$ cat src/rtl/lenet_pkg.sv
// rtl/lenet_pkg.sv - shared types and constants for the LeNet feature-map write port
package lenet_pkg;

  typedef enum logic {
    MODE_CONV = 1'b0,
    MODE_FC   = 1'b1
  } mode_e;

  typedef enum logic [1:0] {
    ST_IDLE = 2'd0,
    ST_RUN  = 2'd1,
    ST_DONE = 2'd2
  } state_e;

  localparam int BYTES_PER_WORD = 4;

  // Counter width for values 0..n-1; never narrower than a byte-lane index.
  function automatic int cnt_w(input int n);
    return (n <= 4) ? 2 : $clog2(n);
  endfunction

endpackage

$ cat src/rtl/fmap_addr_gen.sv
// rtl/fmap_addr_gen.sv - raster counters producing bank, byte lane and word address
module fmap_addr_gen
  import lenet_pkg::*;
#(
  parameter int NUM_BANK = 5,
  parameter int ADDR_W   = 10,
  parameter int FMAP_W   = 12,
  parameter int FMAP_H   = 12,
  parameter int NUM_CH   = 6,
  parameter int FC_LEN   = 120
) (
  input  logic                      clk,
  input  logic                      rst,
  input  logic                      clear_i,
  input  logic                      advance_i,
  input  mode_e                     mode_i,
  output logic [NUM_BANK-1:0]       bank_oh_o,
  output logic [BYTES_PER_WORD-1:0] lane_oh_o,
  output logic [ADDR_W-1:0]         waddr_o,
  output logic                      last_o
);

  localparam int CPB = (FMAP_W + NUM_BANK - 1) / NUM_BANK;
  localparam int BW  = cnt_w(NUM_BANK);
  localparam int CW  = cnt_w(FMAP_W);
  localparam int RW  = cnt_w(FMAP_H);
  localparam int HW  = cnt_w(NUM_CH);
  localparam int IW  = cnt_w(FC_LEN);
  localparam logic [ADDR_W-1:0] CPB_A    = ADDR_W'(CPB);
  localparam logic [ADDR_W-1:0] GRP_STEP = ADDR_W'(FMAP_H * CPB);

  logic [BW-1:0]     bank_q, bank_d;
  logic [CW-1:0]     col_q, col_d;
  logic [ADDR_W-1:0] col_div_q, col_div_d;
  logic [RW-1:0]     row_q, row_d;
  logic [HW-1:0]     ch_q, ch_d;
  logic [ADDR_W-1:0] row_base_q, row_base_d;
  logic [ADDR_W-1:0] grp_base_q, grp_base_d;
  logic [IW-1:0]     idx_q, idx_d;
  logic [1:0]        lane;

  always_comb begin
    bank_d     = bank_q;
    col_d      = col_q;
    col_div_d  = col_div_q;
    row_d      = row_q;
    ch_d       = ch_q;
    row_base_d = row_base_q;
    grp_base_d = grp_base_q;
    idx_d      = idx_q;
    if (clear_i) begin
      bank_d     = '0;
      col_d      = '0;
      col_div_d  = '0;
      row_d      = '0;
      ch_d       = '0;
      row_base_d = '0;
      grp_base_d = '0;
      idx_d      = '0;
    end else if (advance_i) begin
      if (mode_i == MODE_FC) begin
        idx_d = idx_q + IW'(1);
      end else if (col_q == CW'(FMAP_W - 1)) begin
        col_d     = '0;
        bank_d    = '0;
        col_div_d = '0;
        if (row_q == RW'(FMAP_H - 1)) begin
          row_d = '0;
          ch_d  = ch_q + HW'(1);
          // Four channels share a word, so only every fourth channel opens a new address group.
          if (ch_q[1:0] == 2'd3) begin
            grp_base_d = grp_base_q + GRP_STEP;
            row_base_d = grp_base_q + GRP_STEP;
          end else begin
            row_base_d = grp_base_q;
          end
        end else begin
          row_d      = row_q + RW'(1);
          row_base_d = row_base_q + CPB_A;
        end
      end else begin
        col_d = col_q + CW'(1);
        if (bank_q == BW'(NUM_BANK - 1)) begin
          bank_d    = '0;
          col_div_d = col_div_q + ADDR_W'(1);
        end else begin
          bank_d = bank_q + BW'(1);
        end
      end
    end
  end

  always_ff @(posedge clk or posedge rst) begin
    if (rst) begin
      bank_q     <= '0;
      col_q      <= '0;
      col_div_q  <= '0;
      row_q      <= '0;
      ch_q       <= '0;
      row_base_q <= '0;
      grp_base_q <= '0;
      idx_q      <= '0;
    end else begin
      bank_q     <= bank_d;
      col_q      <= col_d;
      col_div_q  <= col_div_d;
      row_q      <= row_d;
      ch_q       <= ch_d;
      row_base_q <= row_base_d;
      grp_base_q <= grp_base_d;
      idx_q      <= idx_d;
    end
  end

  assign lane      = (mode_i == MODE_FC) ? idx_q[1:0] : ch_q[1:0];
  assign lane_oh_o = BYTES_PER_WORD'(1) << lane;
  assign bank_oh_o = (mode_i == MODE_FC) ? NUM_BANK'(1) : (NUM_BANK'(1) << bank_q);
  assign waddr_o   = (mode_i == MODE_FC) ? ADDR_W'(idx_q >> 2) : (row_base_q + col_div_q);
  assign last_o    = (mode_i == MODE_FC) ? (idx_q == IW'(FC_LEN - 1))
                   : ((col_q == CW'(FMAP_W - 1)) && (row_q == RW'(FMAP_H - 1))
                      && (ch_q == HW'(NUM_CH - 1)));

endmodule

$ cat src/rtl/fmap_sram_writer.sv
// rtl/fmap_sram_writer.sv - feature-map SRAM write port with pass sequencing and handshake
module fmap_sram_writer
  import lenet_pkg::*;
#(
  parameter int NUM_BANK = 5,
  parameter int NUM_SET  = 2,
  parameter int DATA_W   = 8,
  parameter int ADDR_W   = 10,
  parameter int FMAP_W   = 12,
  parameter int FMAP_H   = 12,
  parameter int NUM_CH   = 6,
  parameter int FC_LEN   = 120
) (
  input  logic                        clk,
  input  logic                        rst,
  input  logic                        start,
  input  logic                        mode,
  input  logic                        in_valid,
  output logic                        in_ready,
  input  logic [NUM_SET*DATA_W-1:0]   in_data,
  output logic                        busy,
  output logic                        done,
  output logic [NUM_BANK-1:0]         sram_write_enable,
  output logic [BYTES_PER_WORD-1:0]   sram_bytemask,
  output logic [ADDR_W-1:0]           sram_waddr,
  output logic [NUM_SET*DATA_W-1:0]   sram_wdata
);

  state_e state_q, state_d;
  mode_e  mode_q, mode_d;
  logic   clear, accept, last;

  logic [NUM_BANK-1:0]       bank_oh;
  logic [BYTES_PER_WORD-1:0] lane_oh;
  logic [ADDR_W-1:0]         waddr;

  logic [NUM_BANK-1:0]       we_q;
  logic [BYTES_PER_WORD-1:0] mask_q;
  logic [ADDR_W-1:0]         waddr_q;
  logic [NUM_SET*DATA_W-1:0] wdata_q;

  fmap_addr_gen #(
    .NUM_BANK (NUM_BANK),
    .ADDR_W   (ADDR_W),
    .FMAP_W   (FMAP_W),
    .FMAP_H   (FMAP_H),
    .NUM_CH   (NUM_CH),
    .FC_LEN   (FC_LEN)
  ) u_addr_gen (
    .clk       (clk),
    .rst       (rst),
    .clear_i   (clear),
    .advance_i (accept),
    .mode_i    (mode_q),
    .bank_oh_o (bank_oh),
    .lane_oh_o (lane_oh),
    .waddr_o   (waddr),
    .last_o    (last)
  );

  assign busy     = (state_q == ST_RUN);
  assign done     = (state_q == ST_DONE);
  assign in_ready = busy;
  assign accept   = in_valid && busy;

  always_comb begin
    state_d = state_q;
    mode_d  = mode_q;
    clear   = 1'b0;
    case (state_q)
      ST_IDLE: begin
        if (start) begin
          state_d = ST_RUN;
          mode_d  = mode_e'(mode);
          clear   = 1'b1;
        end
      end
      ST_RUN:  if (accept && last) state_d = ST_DONE;
      ST_DONE: state_d = ST_IDLE;
      default: state_d = ST_IDLE;
    endcase
  end

  always_ff @(posedge clk or posedge rst) begin
    if (rst) begin
      state_q <= ST_IDLE;
      mode_q  <= MODE_CONV;
    end else begin
      state_q <= state_d;
      mode_q  <= mode_d;
    end
  end

  // Write strobes last exactly one cycle; address, mask and data hold between beats.
  always_ff @(posedge clk or posedge rst) begin
    if (rst) begin
      we_q    <= '0;
      mask_q  <= '0;
      waddr_q <= '0;
      wdata_q <= '0;
    end else begin
      we_q <= accept ? bank_oh : '0;
      if (accept) begin
        mask_q  <= lane_oh;
        waddr_q <= waddr;
        wdata_q <= in_data;
      end
    end
  end

  assign sram_write_enable = we_q;
  assign sram_bytemask     = mask_q;
  assign sram_waddr        = waddr_q;
  assign sram_wdata        = wdata_q;

endmodule

$ cat config.mk
export PLATFORM = sky130hd
export DESIGN_NAME = fmap_sram_writer
export DESIGN_NICKNAME = d
export VERILOG_FILES = /design/src/rtl/lenet_pkg.sv /design/src/rtl/fmap_addr_gen.sv /design/src/rtl/fmap_sram_writer.sv
export SDC_FILE = /design/constraint.sdc
export NUM_CORES = 1
export LEC_CHECK = 0
export ABC_AREA = 1
export CAP_MARGIN = 10
export CORE_AREA = 4 4 103 105
export CTS_CLUSTER_SIZE = 8
export DETAILED_ROUTE_END_ITERATION = 16
export DIE_AREA = 0 0 107 109
export PLACE_DENSITY = 0.79
export SLEW_MARGIN = 0
export SYNTH_ARGS = -nofsm -noshare
export SYNTH_HDL_FRONTEND = slang
export SYNTH_SLANG_ARGS = --single-unit
$ cat constraint.sdc
create_clock -name clk -period 3.46 [get_ports clk]
set_input_delay 0.519 -clock clk [delete_from_list [all_inputs] [get_ports clk]]
set_output_delay 0.519 -clock clk [all_outputs]
set_load 0.005 [all_outputs]
==> results.py, run 1 <==
metrics = {
    "worst_setup_path": {
        "criticalPathCategory": "primary input to flip-flop",
        "critPathMaxFanout": 34,
        "cp-end-kind": "flip-flop",
        "cpLargestDelayFamily": "simple AND/OR/NAND/NOR gates",
        "critical-path-top-cell-by-count": "sky130_fd_sc_hd__nor2_8",
        "number_of_buffers_and_inverters_on_the_critical_path": 2,
        "worstSetupStartpointType": "primary input",
        "critPathSlowestCell": "sky130_fd_sc_hd__clkdlybuf4s50_1",
        "crit_path_max_incr_delay_ns": 0.51,
        "critPathRequiredTime_ns": 3.71,
        "worstPathCellList": "clkdlybuf4s50_1, nand3_4, nor2_8, nor2_8, nor2_4, nand2_2, inv_2, o21ai_1",
        "worst_path_arrival_time_ns": 2.45,
    },
    "place": {
        "dpl.cell_count": 775,
        "gp_routability_congestion": 0.8971,
        "dp_slack_ns": 0.8596,
        "place.port_buffers": 58,
        "total_half_perimeter_wirelength_after_legalization_and_detailed_placement_microns": 7985,
        "post_dp_cell_area_sq_um": 5433,
    },
    "cells_and_area": {
        "syn2layout_area_growth_pct": 18.53,
        "register_area_sq_um": 2177,
        "layout.cells.most_common": "sky130_fd_sc_hd__nand2_1",
        "nFillCells": 878,
        "layout.cells.most_common_list": "sky130_fd_sc_hd__nand2_1 (194), sky130_fd_sc_hd__dfrtp_1 (87), sky130_fd_sc_hd__clkdlybuf4s50_1 (58), sky130_fd_sc_hd__inv_1 (57), sky130_fd_sc_hd__nand3_1 (52)",
        "finish.instance_area_sq_um": 5612,
        "stdcell_count": 791,
        "layout.nets": 697,
        "multiInputGateArea_sq_um": 2230,
        "antenna-diode-count": 0,
        "layout_cell_share_with_drive_strength_beyond_1": 0.06839,
    },
    "cts": {
        "cts.repair_timing.setup_buffer_count": 0,
        "cts_repair_resize_count": 0,
        "cts.reportedPaths.clkPinSlew_ns": 0.09,
        "htree_levels": 3,
        "post_cts_hold_buffer_count": 0,
        "cts_made_buffers": 9,
        "tritoncts_clock_tree": "yes",
        "clkLatencyLatePin_ns": 0.36,
        "clock_path_buffers": 2,
        "clkSinkCount": 87,
        "cts.root.buffer_cell": "sky130_fd_sc_hd__clkbuf_8",
    },
    "synth": {
        "synthDistinctLibCells": 36,
        "yosysWarnings": 0,
        "share_of_the_yosys_chip_area_belonging_to_registers": 0.4598,
        "synthCells": 594,
        "synth.ff_latch_count": 87,
        "synthesis.area_per_instance_sq_um": 7.971,
        "post_synth_instance_area_sq_um": 4735,
        "synth_nets": 638,
    },
    "timing": {
        "final.hold.worst_slack_ns": 0.4818,
        "fin_setup_tns_ns": 0,
        "finalCritPeriodShare": 0.6373,
        "finalSetupViolations": 0,
        "post-route-min-period_ns": 2.205,
        "clock-skew-final_ns": 0.01571,
        "tightest_slew_ns": 0.7574,
        "final.setup.worst_slack_ns": 1.255,
        "setup_repair_after_global_routing_missed_its_margin": "no",
        "timing.fmax_mhz": 453.5,
        "slew_viol_final": 0,
        "slew_headroom": 0.4945,
        "finalHoldViolCount": 0,
    },
    "floorplan": {
        "die_w_microns": 107,
        "rows": 36,
        "chipHeight_microns": 109,
        "floorplan.initialDensity": 0.4912,
        "ioPinCount": 59,
        "core_region_area_sq_um": 9639,
        "die_area_sq_um": 11660,
    },
    "drt": {
        "vias": 4083,
        "dr.pass1.iters": 5,
        "detail_route.wl_per_cell_microns": 13.32,
        "antenna_violating_nets_post_route": 0,
        "drt_iter0_markers": 281,
        "drt_wirelength_microns": 10530,
        "post_drt_via_cell_ratio": 5.162,
        "drt_drc_violations_left": 0,
    },
    "hold_path": {
        "timing.hold.worst.class": "flip-flop to flip-flop",
    },
    "run_status": {
        "status": "completed",
    },
    "grt": {
        "grt_overflow_total": 0,
        "antenna_found_initial": 0,
        "first_pass_grt_wire_length_microns": 17550,
        "grt_start_max_net_pins": 47,
        "grt_pass1_vias": 3814,
        "global_route.usage.total": 0.1880,
    },
    "power_and_ir_drop": {
        "max-vdd-ir-drop_mv": 0.2016,
        "static-leakage-power_uw": 0.002762,
        "powerDensity_nw_per_um2": 551.2,
    },
    "run": {
        "max_cap_violations": 0,
    },
}
==> path summary, 6_finish.rpt <==
| check | start | to | slack (ns) | cells past startpoint |
|---|---|---|---|---|
| hold reg to reg | sram_wdata[1] | sram_wdata[1] | 0.48 | 2 |
| min in group asynchronous | rst | sram_bytemask[3] | 0.59 | 2 |
| hold / removal | sram_wdata[1] | sram_wdata[1] | 0.48 | 2 |
| max in group asynchronous | rst | sram_write_enable[3] | 2.18 | 3 |
| setup / recovery | in_valid | u_addr_gen.grp_base_q[9] | 1.25 | 8 |
| setup reg to reg | state_q[1] | u_addr_gen.grp_base_q[9] | 1.43 | 8 |
==> sequential cells by signal (all words and copies together) (netlist names), 3 cells and up <==
name / cells
sram_write_enable: 5
u_addr_gen.ch_q: 3
sram_bytemask: 4
u_addr_gen.idx_q: 7
u_addr_gen.grp_base_q: 8
u_addr_gen.bank_q: 3
u_addr_gen.col_q: 4
u_addr_gen.row_q: 4
u_addr_gen.row_base_q: 10
sram_waddr: 10
sram_wdata: 16
u_addr_gen.col_div_q: 10
==> synthesized netlist by cell type, drive strengths merged <==
cell / number / area share
o221ai: 1 / 0.0019
o211ai: 2 / 0.0032
xor2: 8 / 0.015
xnor2: 2 / 0.0037
clkbuf: 5 / 0.0040
o21a: 1 / 0.0016
or2: 4 / 0.0053
ha: 22 / 0.058
nand3b: 2 / 0.0032
inv: 68 / 0.054
nor3: 7 / 0.0074
a22oi: 1 / 0.0016
a21oi: 14 / 0.015
dfrtp: 87 / 0.46
fa: 1 / 0.0042
o22ai: 4 / 0.0053
nand2: 197 / 0.16
a32o: 1 / 0.0021
nor3b: 1 / 0.0016
buf: 6 / 0.011
nor2: 48 / 0.053
nand3: 55 / 0.066
nand4: 13 / 0.017
o21ai: 43 / 0.046
mux2i: 1 / 0.0021
==> metrics by stage <==
stage               power, uW  utilization
floorplan                2055            -
global placement         2405       0.5636
detailed placement       2452       0.5636
CTS                      3111       0.5822
global route             3303       0.5822
finish                   3093       0.5822
==> power breakdown <==
| part | total, uW | switching (uW) | internal, uW |
|---|---|---|---|
| combinational | 979 | 528 | 451 |
| sequential | 1460 | 216 | 1240 |
| clock | 656 | 385 | 271 |
| total | 3090 | 1130 | 1960 |
==> kinds of logic (layout without fill, tap and decap cells) <==
kind of cell / Yosys count / in the layout / share of synthesized area
fa+ha+maj: 23 / 23 / 0.06237
simple gates: 327 / 327 / 0.3113
flops: 87 / 87 / 0.4598
buf+inv: 79 / 143 / 0.06924
mux: 1 / 1 / 0.002114
xor+xnor: 10 / 10 / 0.01850
compound gates: 67 / 67 / 0.07664
==> final cells by class <==
cell class / instances / share of cell area
sequential: 87 / 0.3880
clock buffer: 10 / 0.02274
multi-input combinational: 428 / 0.3973
clock inverter: 6 / 0.009142
inverter: 68 / 0.04615
timing repair buffer: 59 / 0.1070
tap: 133 / 0.02965
==> worst min-delay path: stages, from the launching register on <==
cell and delay [ns]:
sky130_fd_sc_hd__dfrtp_1 0.35, sky130_fd_sc_hd__nand2_1 0.05, sky130_fd_sc_hd__nand2_1 0.06
==> layer usage <==
layer	track usage	vias up	wire, microns
met5	0	-	0
met4	0.08676	0	252
met3	0.03434	19	569
met2	0.3134	124	4971
met1	0.2391	1902	4739
li1	-	2038	-
Note: power is estimated with default switching activity, not from simulation.
==> inputs of run 2 (changes only) <==
==> constraint.sdc (replaced) <==
create_clock -name clk -period 2.2 [get_ports clk]
set_input_delay 0.33 -clock clk [delete_from_list [all_inputs] [get_ports clk]]
set_output_delay 0.33 -clock clk [all_outputs]
set_load 0.005 [all_outputs]
==> results.py, run 2 (synthesis gave the netlist of run 1 again) <==
metrics = {
    "run_status": {
        "status": "completed",
    },
    "place": {
        "total_half_perimeter_wirelength_after_legalization_and_detailed_placement_microns": 8067,
        "gp_routability_congestion": 0.9151,
        "post_dp_cell_area_sq_um": 5458,
        "place.port_buffers": 58,
        "dp_slack_ns": 0.1356,
    },
    "cells_and_area": {
        "syn2layout_area_growth_pct": 18.50,
        "antenna-diode-count": 0,
        "max_reg_flops": 16,
        "layout_cell_share_with_drive_strength_beyond_1": 0.06980,
        "finish.instance_area_sq_um": 5610,
        "layout.cells.most_common": "sky130_fd_sc_hd__nand2_1",
        "layout.cells.most_common_list": "sky130_fd_sc_hd__nand2_1 (194), sky130_fd_sc_hd__dfrtp_1 (87), sky130_fd_sc_hd__clkdlybuf4s50_1 (58), sky130_fd_sc_hd__inv_1 (57), sky130_fd_sc_hd__nand3_1 (52)",
        "layout.nets": 700,
    },
    "grt": {
        "antenna_found_initial": 0,
        "first_pass_grt_wire_length_microns": 18330,
        "global_route.usage.total": 0.1970,
        "grt_pass1_vias": 3916,
        "grt_overflow_total": 0,
        "grt_start_max_net_pins": 88,
    },
    "floorplan": {
        "rows": 36,
        "floorplan.initialDensity": 0.4912,
        "ioPinCount": 59,
        "core_region_area_sq_um": 9639,
        "die_area_sq_um": 11660,
        "chipHeight_microns": 109,
        "die_w_microns": 107,
    },
    "cts": {
        "cts.repair_timing.setup_buffer_count": 0,
        "clkSinkCount": 87,
        "post_cts_hold_buffer_count": 0,
        "cts.root.buffer_cell": "sky130_fd_sc_hd__clkbuf_8",
        "htree_levels": 3,
        "cts.reportedPaths.clkPinSlew_ns": 0.08,
        "cts_repair_resize_count": 0,
        "clock_path_buffers": 2,
        "clkLatencyLatePin_ns": 0.36,
        "tritoncts_clock_tree": "yes",
        "cts_made_buffers": 9,
    },
    "worst_setup_path": {
        "critPathRequiredTime_ns": 1.87,
        "worst_path_arrival_time_ns": 1.61,
        "timing.reg2reg.setup_slack_ns": 0.28,
        "critPathMaxFanout": 3,
        "worstSetupStartpointType": "flip-flop",
        "cp-end-kind": "primary output",
        "criticalPathCategory": "flip-flop to primary output",
    },
    "timing": {
        "final.setup.worst_slack_ns": 0.2593,
        "finalSetupViolations": 0,
        "slew_viol_final": 0,
        "slew_headroom": 0.6768,
        "timing.fmax_mhz": 515.3,
        "setup_repair_after_global_routing_missed_its_margin": "no",
        "fin_setup_tns_ns": 0,
        "finalCritPeriodShare": 0.8821,
        "clock-skew-final_ns": 0.01084,
        "tightest_slew_ns": 0.4847,
        "post-route-min-period_ns": 1.941,
        "finalHoldViolCount": 0,
    },
    "hold_path": {
        "timing.hold.worst.class": "primary input to asynchronous set/reset pin",
    },
    "drt": {
        "vias": 4071,
        "dr_wl_met2_microns": 4857,
        "highest_layer": "met4",
        "dr.pass1.iters": 4,
        "drt_iter0_markers": 234,
        "antenna_violating_nets_post_route": 0,
        "route.met3.wl_microns": 609,
        "drt_drc_violations_left": 0,
        "detail_route.wirelength.met1_microns": 4892,
        "post_drt_via_cell_ratio": 5.140,
        "drt_wirelength_microns": 10680,
        "detail_route.wl_per_cell_microns": 13.48,
    },
    "power_and_ir_drop": {
        "seq_power_share": 0.477,
        "power.net_switching_uw": 1723,
        "power.clock.fraction": 0.198,
        "p_int_uw": 3062,
        "p_total_uw": 4785,
        "powerDensity_nw_per_um2": 852.8,
        "max-vdd-ir-drop_mv": 0.3629,
        "p_comb_frac": 0.325,
        "static-leakage-power_uw": 0.002758,
        "switching_share": 0.3601,
    },
    "run": {
        "max_cap_violations": 0,
    },
}
[run 2: power by group through the flow]
stage                     clock network, uW  logic [uW]  registers [uW]
final                                   946        1560            2280
after global routing                   1050        1770            2340
after CTS                               984        1570            2280
after detailed placement                  0        1560            2300
after global placement                    0        1510            2300
after floorplan                           0         993            2240
[run 2: metal layers]
| metal | up-vias | GRT usage |
|---|---|---|
| met3 | 26 | 0.04322 |
| met1 | 1883 | 0.2504 |
| met5 | - | 0 |
| met4 | 0 | 0.09498 |
| li1 | 2037 | - |
| met2 | 125 | 0.3210 |
[run 2: worst paths after layout]
check	cells past startpoint	start	to
max	3	state_q[0]	busy
max in group asynchronous	3	rst	u_addr_gen.grp_base_q[5]
min reg2reg	2	sram_wdata[3]	sram_wdata[3]
max reg2reg	8	u_addr_gen.col_q[1]	u_addr_gen.col_div_q[5]
min	3	rst	u_addr_gen.idx_q[2]
min in group clk	2	sram_wdata[3]	sram_wdata[3]
[run 2: per-stage QoR]
stage | cells | utilization | hold WS (ns)
CTS | 792 | 0.5820 | 0.4599
floorplan | 594 | - | 0.4396
global route | 792 | 0.5820 | 0.4719
detailed placement | 778 | 0.5662 | 0.4636
global placement | 778 | 0.5662 | 0.4607
finish | 792 | 0.5820 | 0.4124
[run 2: area by class of cell]
class	instances	area [sq um]
Tap cell	133	166.4
Fill cell	899	4029
Clock buffer	10	127.6
Inverter	68	261.5
Multi-Input combinational cell	428	2230
Sequential cell	87	2177
Clock inverter	4	25.02
Timing Repair Buffer	62	623.1
[run 2: critical path: stages (launching register included)]
cell                              delay, ns
sky130_fd_sc_hd__dfrtp_1               0.42
sky130_fd_sc_hd__inv_1                 0.10
sky130_fd_sc_hd__nor2_1                0.19
sky130_fd_sc_hd__clkdlybuf4s50_1       0.54
==> inputs of run 3 (changes only) <==
--- a/config.mk
+++ b/config.mk
@@ -11,6 +11,7 @@
 export CTS_CLUSTER_SIZE = 8
 export DETAILED_ROUTE_END_ITERATION = 16
 export DIE_AREA = 0 0 107 109
+export MAX_ROUTING_LAYER = met4
 export PLACE_DENSITY = 0.79
 export SLEW_MARGIN = 0
 export SYNTH_ARGS = -nofsm -noshare
==> results.py, run 3 (synthesis gave the netlist of run 1 again) <==
metrics = {
    "run_status": {
        "status": "completed",
    },
    "drt": {
        "vias": 4141,
        "dr.pass1.iters": 5,
        "antenna_violating_nets_post_route": 0,
        "drt_wirelength_microns": 11130,
        "drt_drc_violations_left": 0,
        "post_drt_via_cell_ratio": 5.202,
        "detail_route.wl_per_cell_microns": 13.98,
        "drt_iter0_markers": 196,
    },
    "cts": {
        "clkSinkCount": 87,
        "htree_levels": 3,
        "clkLatencyLatePin_ns": 0.36,
        "clock_path_buffers": 2,
        "cts_repair_resize_count": 0,
        "cts.root.buffer_cell": "sky130_fd_sc_hd__clkbuf_8",
        "cts.reportedPaths.clkPinSlew_ns": 0.09,
        "cts.repair_timing.setup_buffer_count": 0,
        "tritoncts_clock_tree": "yes",
        "cts_made_buffers": 9,
        "post_cts_hold_buffer_count": 0,
    },
    "cells_and_area": {
        "max_reg_flops": 16,
        "post-route-util": 0.5931,
        "layout.cells.most_common_list": "sky130_fd_sc_hd__nand2_1 (194), sky130_fd_sc_hd__dfrtp_1 (87), sky130_fd_sc_hd__clkdlybuf4s50_1 (58), sky130_fd_sc_hd__inv_1 (57), sky130_fd_sc_hd__nand3_1 (52)",
        "syn2layout_area_growth_pct": 20.75,
        "antenna-diode-count": 0,
        "layout.cells.most_common": "sky130_fd_sc_hd__nand2_1",
        "stdcell_count": 796,
        "layout.nets": 702,
        "layout_cell_share_with_drive_strength_beyond_1": 0.07541,
        "nFillCells": 883,
    },
    "timing": {
        "finalHoldViolCount": 0,
        "post-route-min-period_ns": 1.945,
        "slew_viol_final": 0,
        "finalCritPeriodShare": 0.8843,
        "tightest_slew_ns": 0.5942,
        "setup_repair_after_global_routing_missed_its_margin": "no",
        "final.hold.worst_slack_ns": 0.3847,
        "clock-skew-final_ns": 0.01529,
        "fin_setup_tns_ns": 0,
        "slew_headroom": 0.6030,
        "finalSetupViolations": 0,
        "timing.fmax_mhz": 514.0,
    },
    "worst_setup_path": {
        "worst_path_arrival_time_ns": 2.17,
        "worstSetupStartpointType": "flip-flop",
        "critPathRequiredTime_ns": 2.42,
        "criticalPathCategory": "flip-flop to flip-flop",
        "critPathMaxFanout": 12,
        "cp-end-kind": "flip-flop",
    },
    "floorplan": {
        "die_area_sq_um": 11660,
        "ioPinCount": 59,
        "floorplan.initialDensity": 0.4912,
        "die_w_microns": 107,
        "core_region_area_sq_um": 9639,
        "chipHeight_microns": 109,
        "rows": 36,
    },
    "grt": {
        "grt_start_max_net_pins": 36,
        "grt_pass1_vias": 4102,
        "global_route.usage.total": 0.2087,
        "grt_overflow_total": 0,
        "antenna_found_initial": 0,
        "first_pass_grt_wire_length_microns": 18910,
    },
    "place": {
        "place.port_buffers": 58,
        "total_half_perimeter_wirelength_after_legalization_and_detailed_placement_microns": 8564,
        "gp_routability_congestion": 0.9553,
        "dpl.cell_count": 780,
    },
    "run": {
        "max_cap_violations": 0,
    },
    "power_and_ir_drop": {
        "max-vdd-ir-drop_mv": 0.4764,
        "static-leakage-power_uw": 0.002812,
        "p_total_uw": 5155,
        "powerDensity_nw_per_um2": 901.8,
    },
    "hold_path": {
        "timing.hold.worst.class": "primary input to asynchronous set/reset pin",
    },
}
-- run 3: changes by cell type in the layout (fill, tap and decap cells not counted) --
cell,delta
sky130_fd_sc_hd__buf_4,+1
sky130_fd_sc_hd__clkinv_2,-2
sky130_fd_sc_hd__clkbuf_8,+2
sky130_fd_sc_hd__clkinvlp_4,-1
sky130_fd_sc_hd__bufinv_16,+2
sky130_fd_sc_hd__buf_12,+1
sky130_fd_sc_hd__inv_6,+1
-- run 3: cell type report --
cell class / count / area, sq um / area share
Inverter: 68 / 261.5 / 0.04574
Sequential cell: 87 / 2177 / 0.3808
Tap cell: 133 / 166.4 / 0.02911
Multi-Input combinational cell: 428 / 2230 / 0.3900
Clock inverter: 4 / 76.32 / 0.01335
Clock buffer: 12 / 155.1 / 0.02714
Timing Repair Buffer: 64 / 650.6 / 0.1138
-- run 3: routing by layer --
metal  global-route usage  wire (microns)  up-vias
met5                    -               0        -
met4              0.07123             252        0
met3              0.04263             623       21
met2               0.3444            5268      141
met1               0.2579            4987     1934
li1                     -               -     2045
-- run 3: power breakdown --
| part | total (uW) | switching [uW] | internal (uW) |
|---|---|---|---|
| clock network | 1280 | 570 | 707 |
| registers | 2290 | 340 | 1950 |
| logic | 1590 | 860 | 725 |
-- run 3: stage by stage --
stage	worst slack, ns	area [sq um]
floorplan	0.6248	4738
global placement	0.2028	5485
detailed placement	0.1241	5485
CTS	0.2105	5717
global route	0.08036	5717
finish	0.2546	5717
-- run 3: worst max-delay path, stage by stage (launching register included) --
cell and delay (ns):
sky130_fd_sc_hd__dfrtp_1 0.40, sky130_fd_sc_hd__ha_1 0.21, sky130_fd_sc_hd__nand3_1 0.28, sky130_fd_sc_hd__nand2_2 0.25, sky130_fd_sc_hd__nor2_1 0.08, sky130_fd_sc_hd__nor2_1 0.20, sky130_fd_sc_hd__inv_1 0.21, sky130_fd_sc_hd__nand2_1 0.10
sky130_fd_sc_hd__o21ai_0 0.09
-- run 3: path summary, 6_finish.rpt --
kind | slack, ns | startpoint | endpoint | cells past startpoint
max | 0.25 | u_addr_gen.col_q[0] | u_addr_gen.col_div_q[3] | 8
min in group clk | 0.48 | sram_wdata[13] | sram_wdata[13] | 2
min reg2reg | 0.48 | sram_wdata[13] | sram_wdata[13] | 2
max reg2reg | 0.25 | u_addr_gen.col_q[0] | u_addr_gen.col_div_q[3] | 8
min | 0.38 | rst | sram_bytemask[3] | 2
max in group asynchronous | 1.24 | rst | u_addr_gen.col_div_q[8] | 3
